### src/rtl/clkdiv_prog_multi_pkg.sv
// Shared types and helpers for the multi-channel programmable clock divider.
// Update-handshake state encoding and the effective high-time clamp.
package clkdiv_prog_multi_pkg;

  typedef enum logic [1:0] {
    ST_IDLE = 2'b00,
    ST_PEND = 2'b01,
    ST_HOLD = 2'b11,
    ST_DONE = 2'b10
  } st_e;

  // Zero high time selects half the ratio; an oversized one still leaves one low cycle.
  function automatic logic [31:0] eff_high(input logic [31:0] d, input logic [31:0] h);
    if (h == 32'd0)     return d >> 1;
    else if (h >= d)    return d - 32'd1;
    else                return h;
  endfunction

endpackage

### src/rtl/clkdiv_prog_multi_chan.sv
// One divider channel: counter, registered output and the shadow-register
// update handshake that swaps settings only on a period boundary.
module clkdiv_chan
  import clkdiv_prog_multi_pkg::*;
#(
  parameter int n = 8
) (
  input  logic         in,
  input  logic         rst_n,
  input  logic [n-1:0] div,
  input  logic [n-1:0] hi,
  input  logic         upd,
  input  logic         sync,
  output logic         ack,
  output logic         reset,
  output logic         out
);

  st_e          st_q, st_d;
  logic [n-1:0] seldiv_q, seldiv_d;
  logic [n-1:0] selhi_q, selhi_d;
  logic [n-1:0] shdiv_q, shdiv_d;
  logic [n-1:0] shhi_q, shhi_d;
  logic [n-1:0] cnt_q, cnt_d;
  logic         out_q, out_d;

  logic         en, pe, en_d;
  logic [n-1:0] eh_d;

  assign en = (seldiv_q >= n'(2));
  assign pe = !en || (cnt_q == seldiv_q - n'(1));

  always_comb begin
    // NOTE: every signal gets a default first so no path through the case infers a latch.
    st_d     = st_q;
    seldiv_d = seldiv_q;
    selhi_d  = selhi_q;
    shdiv_d  = shdiv_q;
    shhi_d   = shhi_q;
    cnt_d    = (pe || sync) ? '0 : cnt_q + n'(1);

    case (st_q)
      ST_IDLE: begin
        if (upd) begin
          shdiv_d = div;
          shhi_d  = hi;
          st_d    = ST_PEND;
        end
      end
      ST_PEND: begin
        if (pe || sync) begin
          seldiv_d = shdiv_q;
          selhi_d  = shhi_q;
          cnt_d    = '0;
          st_d     = ST_HOLD;
        end
      end
      ST_HOLD: begin
        if (pe || sync) st_d = ST_DONE;
      end
      ST_DONE: st_d = ST_IDLE;
      default: st_d = ST_IDLE;
    endcase

    // Output is computed from post-edge values so a rise lands on the edge where cnt hits 0.
    en_d  = (seldiv_d >= n'(2));
    eh_d  = n'(eff_high(32'(seldiv_d), 32'(selhi_d)));
    out_d = en_d && (cnt_d < eh_d);
  end

  // NOTE: state uses non-blocking assignments so every register samples pre-edge values.
  always_ff @(posedge in or negedge rst_n) begin
    if (!rst_n) begin
      st_q     <= ST_IDLE;
      seldiv_q <= '0;
      selhi_q  <= '0;
      shdiv_q  <= '0;
      shhi_q   <= '0;
      cnt_q    <= '0;
      out_q    <= 1'b0;
    end else begin
      st_q     <= st_d;
      seldiv_q <= seldiv_d;
      selhi_q  <= selhi_d;
      shdiv_q  <= shdiv_d;
      shhi_q   <= shhi_d;
      cnt_q    <= cnt_d;
      out_q    <= out_d;
    end
  end

  assign ack   = (st_q == ST_DONE);
  assign reset = (st_q == ST_PEND) || (st_q == ST_HOLD);
  assign out   = out_q;

endmodule

### src/rtl/clkdiv_prog_multi.sv
// Multi-channel programmable clock divider: ch independent channels on one
// source clock, sharing a common phase-align (sync) input.
module clkdiv_prog_multi #(
  parameter int n  = 8,
  parameter int ch = 2
) (
  input  logic            in,
  input  logic            rst_n,
  input  logic [ch*n-1:0] div,
  input  logic [ch*n-1:0] hi,
  input  logic [ch-1:0]   upd,
  input  logic            sync,
  output logic [ch-1:0]   ack,
  output logic [ch-1:0]   reset,
  output logic [ch-1:0]   out
);

  for (genvar g = 0; g < ch; g++) begin : g_chan
    clkdiv_chan #(.n(n)) u_chan (
      .in    (in),
      .rst_n (rst_n),
      .div   (div[g*n +: n]),
      .hi    (hi[g*n +: n]),
      .upd   (upd[g]),
      .sync  (sync),
      .ack   (ack[g]),
      .reset (reset[g]),
      .out   (out[g])
    );
  end

endmodule

### config.mk
export PLATFORM = sky130hd
export DESIGN_NAME = clkdiv_prog_multi
export DESIGN_NICKNAME = d
export VERILOG_FILES = /design/src/rtl/clkdiv_prog_multi_pkg.sv /design/src/rtl/clkdiv_prog_multi_chan.sv /design/src/rtl/clkdiv_prog_multi.sv
export SDC_FILE = /design/constraint.sdc
export NUM_CORES = 1
export LEC_CHECK = 0
export ABC_AREA = 1
export BUFFER_PORTS_ARGS = -buffer_cell sky130_fd_sc_hd__buf_2
export CORE_MARGIN = 1
export CORE_UTILIZATION = 40
export CTS_BUF_LIST = sky130_fd_sc_hd__clkbuf_2 sky130_fd_sc_hd__clkbuf_4 sky130_fd_sc_hd__clkbuf_8
export CTS_CLUSTER_DIAMETER = 40
export CTS_CLUSTER_SIZE = 16
export DETAILED_ROUTE_END_ITERATION = 6
export GPL_TIMING_DRIVEN = 0
export PLACE_DENSITY = 0.65
export SLEW_MARGIN = 30
export SYNTH_ARGS = -nofsm -noshare
export SYNTH_HDL_FRONTEND = slang
export SYNTH_HIERARCHICAL = 1
export SYNTH_SLANG_ARGS = --single-unit
### constraint.sdc
create_clock -name in -period 9.75 [get_ports in]
set_input_delay 0.4875 -clock in [delete_from_list [all_inputs] [get_ports in]]
set_output_delay 0.4875 -clock in [all_outputs]
set_load 0.01 [all_outputs]
==> results_dict.tcl, run 1 <==
set metrics [dict create \
    ys_seq_area_share_pct 38.82 \
    reg2regPathDepth 33 \
    fin_area_um2 6241 \
    drv_slew 0 \
    root_buffer "clkbuf_8" \
    cts_max_level 3 \
    num_antenna_cells 0 \
    cts_resized 0 \
    pwr-share-clk_pct 13.0 \
    power.total_mw 2.159 \
    die_y_um 119.7 \
    slowest_delay_ns 0.41 \
    dpl_worst_slack_ns 5.232 \
    cts_buffer_depth 2 \
    critPathSlowestCell "dfrtp_1" \
    avgSynthCellArea_um2 8.226 \
    drtAntennaViolNets 0 \
    final_common_cell "nand2_1" \
    synth_warnings 6 \
    synthCells 674 \
    cp_num_buf_inv 7 \
    rsz0062_at_grt "no" \
    critPathArrivalTime_ns 4.84 \
    cp_common_cell "nand2_1" \
    ir_worst_vdd_uv 138.7 \
    startpoint "g_chan[0].u_chan/seldiv_q[0]$_DFF_PN0_" \
    fin_crit_sh_pct 46.77 \
    critical_path_class "reg2reg" \
    port_buffers 42 \
    clk_pin_slew_ns 0.08 \
    cp.required_ns 10.03 \
    place.gp.congestion 0.8556 \
    p_sw_share_pct 47.25 \
    cp-endpoint "g_chan[0].u_chan/out$_DFF_PN0_" \
    num_rows 42 \
    grt_overflow 0 \
    io_pins 43 \
    fin_setup_tns_ns 0 \
    hpwl_mm 9.591 \
    skew_ns 0.007377 \
    die-width_um 119.7 \
    finalSetupViolations 0 \
    r2r-start "g_chan[0].u_chan/seldiv_q[0]$_DFF_PN0_" \
    fp.coreArea_um2 13400 \
    vias 4519 \
    synth-seq-cells 86 \
    fin_ws_ns 5.190 \
    grt_max_degree 64 \
    start_util_pct 41.37 \
    dieArea_um2 14340 \
    hold_slack_ns 0.3521 \
    wirelength_mm 12.22 \
    antenna_found_initial 0 \
    worst_pin_slew_ns 0.7448 \
    r2r_slack_ns 5.19 \
    period_minus_slack_ns 4.560 \
    cts_tree "yes" \
    worstSetupStartpointType "register" \
    combPwrFrac_pct 58.5 \
    critPathTopFamily "compound AO/OA/AOI/OAI gates" \
    synth-main-ff-cell "dfrtp_1" \
    seqPwrFrac_pct 28.5 \
    nets 804 \
    drive_above_1_share_pct 21.80 \
    endpoint_kind "register" \
    hp-class "in2reg" \
    relSlewSlack_pct 50.35 \
    drv_cap 0 \
    final_cell_mix "nand2_1 (166), dfrtp_1 (86), inv_1 (85), nor2_1 (43), buf_2 (43)" \
    cp_max_fo 10 \
    yosys.area.top_type_share_pct 38.82 \
    place_area_um2 6008 \
    async_flop_share_pct 100.0 \
    synth_area_um2 5544 \
    drc 0 \
    clock.fmax_ghz 0.2193 \
    vias_per_cell 4.966 \
    cts_sinks 86 \
    synth_top_area_cell "dfrtp_1" \
    first_iter_violations 251 \
    status "complete, no violations" \
    p_sw_mw 1.020 \
    power.leakage_nw 3.167 \
    wl_per_cell_um 13.43 \
    syn_to_final_growth_pct 12.57 \
    p_int_mw 1.139 \
    syn_nets 749 \
    grt_usage_pct 18.34 \
    synth.distinct_cells 42 \
    worstHoldStart "hi[2]" \
    dr.pass1.iters 5 \
    p_per_area_nw_per_um2 346.0 \
    r2r_end "g_chan[0].u_chan/out$_DFF_PN0_" \
    hold_viol 0 \
    clk_latency_ns 0.36 \
    synth_edf_count 0 \
    grt_pass1_wl_mm 20.86 \
    synthTopCellsByArea "dfrtp_1 (39%), nand2_1 (11%), ha_1 (8.6%)" \
    numCtsBuffers 9 \
    crit_cells 33 \
    grt_pass1_vias 4478 \
]
-- cell type report --
cell class              count  area [um2]
multi-input cells         475        2935
flip-flops and latches     86        2152
fillers                  1312        7159
repair buffers             44       254.0
clock buffers              12       152.6
plain buffers              10       70.07
clock inverters             4       70.07
well taps                 176       220.2
inverters                 103       386.6
-- power by group through the flow --
stage | Clock, mW | Sequential [mW] | Combinational, mW
2_1_floorplan | 0 | 0.588 | 0.991
3_3_place_gp | 0 | 0.617 | 1.20
3_5_place_dp | 0 | 0.623 | 1.26
4_1_cts | 0.289 | 0.616 | 1.27
5_1_grt | 0.305 | 0.636 | 1.45
6_report | 0.280 | 0.616 | 1.26
-- through the flow --
| stage | std cells | util [%] |
|---|---|---|
| 2_1_floorplan | 674 | - |
| 3_3_place_gp | 892 | 44.58 |
| 3_5_place_dp | 893 | 44.84 |
| 4_1_cts | 910 | 46.57 |
| 5_1_grt | 910 | 46.57 |
| 6_report | 910 | 46.57 |
-- synth_stat cells, types with 11 or more instances --
master and number:
dfrtp_1 86, o21ai_1 19, inv_2 17, xor2_1 18
o21ai_2 12, a21oi_1 23, nand2_1 166, nand3_1 33
mux2_2 30, o21ai_0 17, inv_1 85, nor3_1 11
nor2_1 43, ha_1 38
-- logic make-up (layout without fill, tap and decap cells) --
logic type | Yosys count | count (layout) | synth area share (%)
multiplexers | 30 | 30 | 6.093
adder cells (fa/ha/maj) | 38 | 38 | 8.576
AO/OA/AOI/OAI | 93 | 93 | 11.04
AND/OR/NAND/NOR | 290 | 290 | 23.45
flip-flops | 86 | 86 | 38.82
buffers and inverters | 113 | 173 | 8.237
XOR/XNOR | 24 | 24 | 3.791
-- state kept, by name (all words and copies together), names as in the netlist --
name	flops
g_chan.u_chan/cnt_q	16
g_chan.u_chan/out	2
g_chan.u_chan/seldiv_q	16
g_chan.u_chan/selhi_q	16
g_chan.u_chan/shdiv_q	16
g_chan.u_chan/shhi_q	16
g_chan.u_chan/st_q	4
-- how the worst min path moves through the flow --
stage / to / slack (ns) / cells after the start
after floorplan: g_chan[0].u_chan/cnt_q[0]$_DFF_PN0_ / 0.19 / 0
after global placement: g_chan[1].u_chan/shhi_q[1]$_DFFE_PN0P_ / 0.49 / 1
after detailed placement: g_chan[0].u_chan/shhi_q[1]$_DFFE_PN0P_ / 0.36 / 1
after CTS: g_chan[0].u_chan/shhi_q[2]$_DFFE_PN0P_ / 0.33 / 2
after global routing: g_chan[0].u_chan/shhi_q[4]$_DFFE_PN0P_ / 0.33 / 2
final: g_chan[0].u_chan/shhi_q[2]$_DFFE_PN0P_ / 0.35 / 2
-- repair_timing --
item,in CTS,in global routing
buffers inserted,0,0
hold buffers,1,0
hold endpoints to repair,23,0
-- layer usage --
layer | vias up | track usage [%] | share of wire (%)
met5 | - | 0 | 0
met4 | 0 | 9.375 | 2.7
met3 | 27 | 2.186 | 4.0
met2 | 77 | 28.61 | 44
met1 | 2125 | 25.04 | 49
li1 | 2290 | - | -
No activity file was read; power rests on OpenSTA's default activity.
==> inputs of run 2 (changes only) <==
Clock period 9.75 ns to 4.5 ns, I/O delays scaled along.
==> run 2 against run 1 <==
  * First-iteration DRC count up 17%
  * Sequential power grew 120%
  * Register-to-register slack worse by 4.9 ns
  * Total power up 130%
  * Die area unchanged
  * Cell count is 1.1% higher
  * Global-route usage about the same
  * Final area is 2.7% higher
  * Critical endpoint unchanged
  * Largest cell class unchanged
  * Largest power group unchanged
==> results_dict.tcl, run 2 (synthesis results as in run 1) <==
set metrics [dict create \
    dr.pass1.iters 5 \
    die_y_um 119.7 \
    wl_per_cell_um 13.59 \
    critPathTopFamily "simple AND/OR/NAND/NOR gates" \
    dpl_worst_slack_ns -0.01801 \
    p_per_area_nw_per_um2 768.8 \
    vias 4650 \
    p_int_mw 2.597 \
    cp_num_buf_inv 7 \
    cts_tree "yes" \
    place.gp.congestion 0.8556 \
    final_common_cell "nand2_1" \
    critPathArrivalTime_ns 4.50 \
    start_util_pct 41.37 \
    seq_area_um2 2153 \
    hp-class "in2reg" \
    dieArea_um2 14340 \
    r2r_slack_ns 0.29 \
    fp.coreArea_um2 13400 \
    fin_crit_sh_pct 93.65 \
    power.leakage_nw 3.218 \
    multi_input_area_um2 3013 \
    pwr-share-clk_pct 12.3 \
    worst_pin_slew_ns 0.6852 \
    seqPwrFrac_pct 27.1 \
    port_buffers 42 \
    hold_depth 2 \
    drv_cap 0 \
    cp_max_fo 10 \
    skew_ns 0.006394 \
    io_pins 43 \
    grt_pass1_vias 4478 \
    grt_pass1_wl_mm 20.85 \
    syn_to_final_growth_pct 15.66 \
    worstSetupStartpointType "register" \
    final_cell_mix "nand2_1 (163), dfrtp_1 (85), inv_1 (84), nor2_1 (43), buf_2 (43)" \
    relSlewSlack_pct 54.32 \
    cp.required_ns 4.78 \
    drtAntennaViolNets 0 \
    antenna_found_initial 0 \
    p_sw_share_pct 47.33 \
    critical_path_class "reg2reg" \
    p_sw_mw 2.333 \
    whs_endpoint "g_chan[0].u_chan/shhi_q[2]$_DFFE_PN0P_" \
    grt_max_degree 64 \
    finalNonFillerCells 920 \
    root_buffer "clkbuf_8" \
    clk_latency_ns 0.36 \
    cp_common_cell "nand2_1" \
    reg2regPathDepth 33 \
    drv_slew 0 \
    num_rows 42 \
    slowest_delay_ns 0.38 \
    wirelength_mm 12.51 \
    grt_overflow 0 \
    numCtsBuffers 9 \
    first_iter_violations 294 \
    period_minus_slack_ns 4.214 \
    die-width_um 119.7 \
    cts_sinks 86 \
    drc 0 \
    worstHoldStart "hi[2]" \
    fin_ws_ns 0.2857 \
    dp.cells 893 \
    fillCellCount 1300 \
    num_antenna_cells 0 \
    vias_per_cell 5.054 \
    clock.fmax_ghz 0.2373 \
    critPathSlowestCell "dfrtp_1" \
    cts_buffer_depth 2 \
    cts_max_level 3 \
    ir_worst_vdd_uv 278.3 \
    drive_above_1_share_pct 24.33 \
    grt_usage_pct 18.33 \
    hold_viol 0 \
    finalSetupViolations 0 \
    combPwrFrac_pct 60.6 \
    fin_setup_tns_ns 0 \
    r2r-start "g_chan[0].u_chan/seldiv_q[1]$_DFF_PN0_" \
    rsz0062_at_grt "yes" \
    endpoint_kind "register" \
    r2r_end "g_chan[0].u_chan/out$_DFF_PN0_" \
    place_area_um2 6008 \
    fin_area_um2 6412 \
    clk_pin_slew_ns 0.08 \
    status "complete, no violations" \
    hpwl_mm 9.591 \
    nets 814 \
]
run 2: cell type report:
cell class                 instances  share of cell area [%]
timing repair inverter             1                  0.1171
clock inverter                     4                   1.093
buffer                            10                   1.210
clock buffer                      12                   2.380
inverter                         103                   6.185
sequential                        86                   33.58
tap                              176                   3.434
multi-input combinational        475                   46.99
timing repair buffer              53                   5.015
run 2: worst max-delay path by stage:
stage	from	endpoint	cells past startpoint
2_1_floorplan	g_chan[1].u_chan/seldiv_q[0]$_DFF_PN0_	g_chan[1].u_chan/out$_DFF_PN0_	34
3_3_place_gp	g_chan[0].u_chan/seldiv_q[1]$_DFF_PN0_	g_chan[0].u_chan/out$_DFF_PN0_	35
3_5_place_dp	g_chan[0].u_chan/seldiv_q[0]$_DFF_PN0_	g_chan[0].u_chan/out$_DFF_PN0_	33
4_1_cts	g_chan[0].u_chan/seldiv_q[0]$_DFF_PN0_	g_chan[0].u_chan/out$_DFF_PN0_	33
5_1_grt	g_chan[1].u_chan/seldiv_q[0]$_DFF_PN0_	g_chan[1].u_chan/out$_DFF_PN0_	36
6_report	g_chan[0].u_chan/seldiv_q[1]$_DFF_PN0_	g_chan[0].u_chan/out$_DFF_PN0_	33
run 2: power by group through the flow:
stage	sequential, mW	clock [mW]	combinational (mW)
finish	1.34	0.607	2.99
global route	1.38	0.659	3.39
CTS	1.34	0.627	2.75
detailed placement	1.35	0	2.72
global placement	1.34	0	2.61
floorplan	1.27	0	2.15
run 2: through the flow:
| step | hold WS [ns] | power [mW] | util, % |
|---|---|---|---|
| global placement | 0.4573 | 3.944 | 44.58 |
| floorplan | -0.07059 | 3.422 | - |
| finish | 0.08861 | 4.930 | 47.85 |
| detailed placement | 0.09941 | 4.074 | 44.84 |
| global route | 0.06810 | 5.427 | 47.85 |
| CTS | 0.06889 | 4.709 | 46.63 |
run 2: timing repair:
action / 4_1_cts / 5_1_grt
endpoints found under the hold margin: 23 / 0
pin swaps: 0 / 3
hold buffers: 1 / 0
setup buffers: 0 / 9
resized for setup: 1 / 24
gates cloned: 0 / 1
endpoints found under the setup margin: 1 / 2
run 2: layer usage:
layer / global-route usage, % / share of wire, %
met1: 25.01 / 49
met3: 2.186 / 3.3
met4: 9.375 / 2.7
met5: 0 / 0
met2: 28.61 / 45
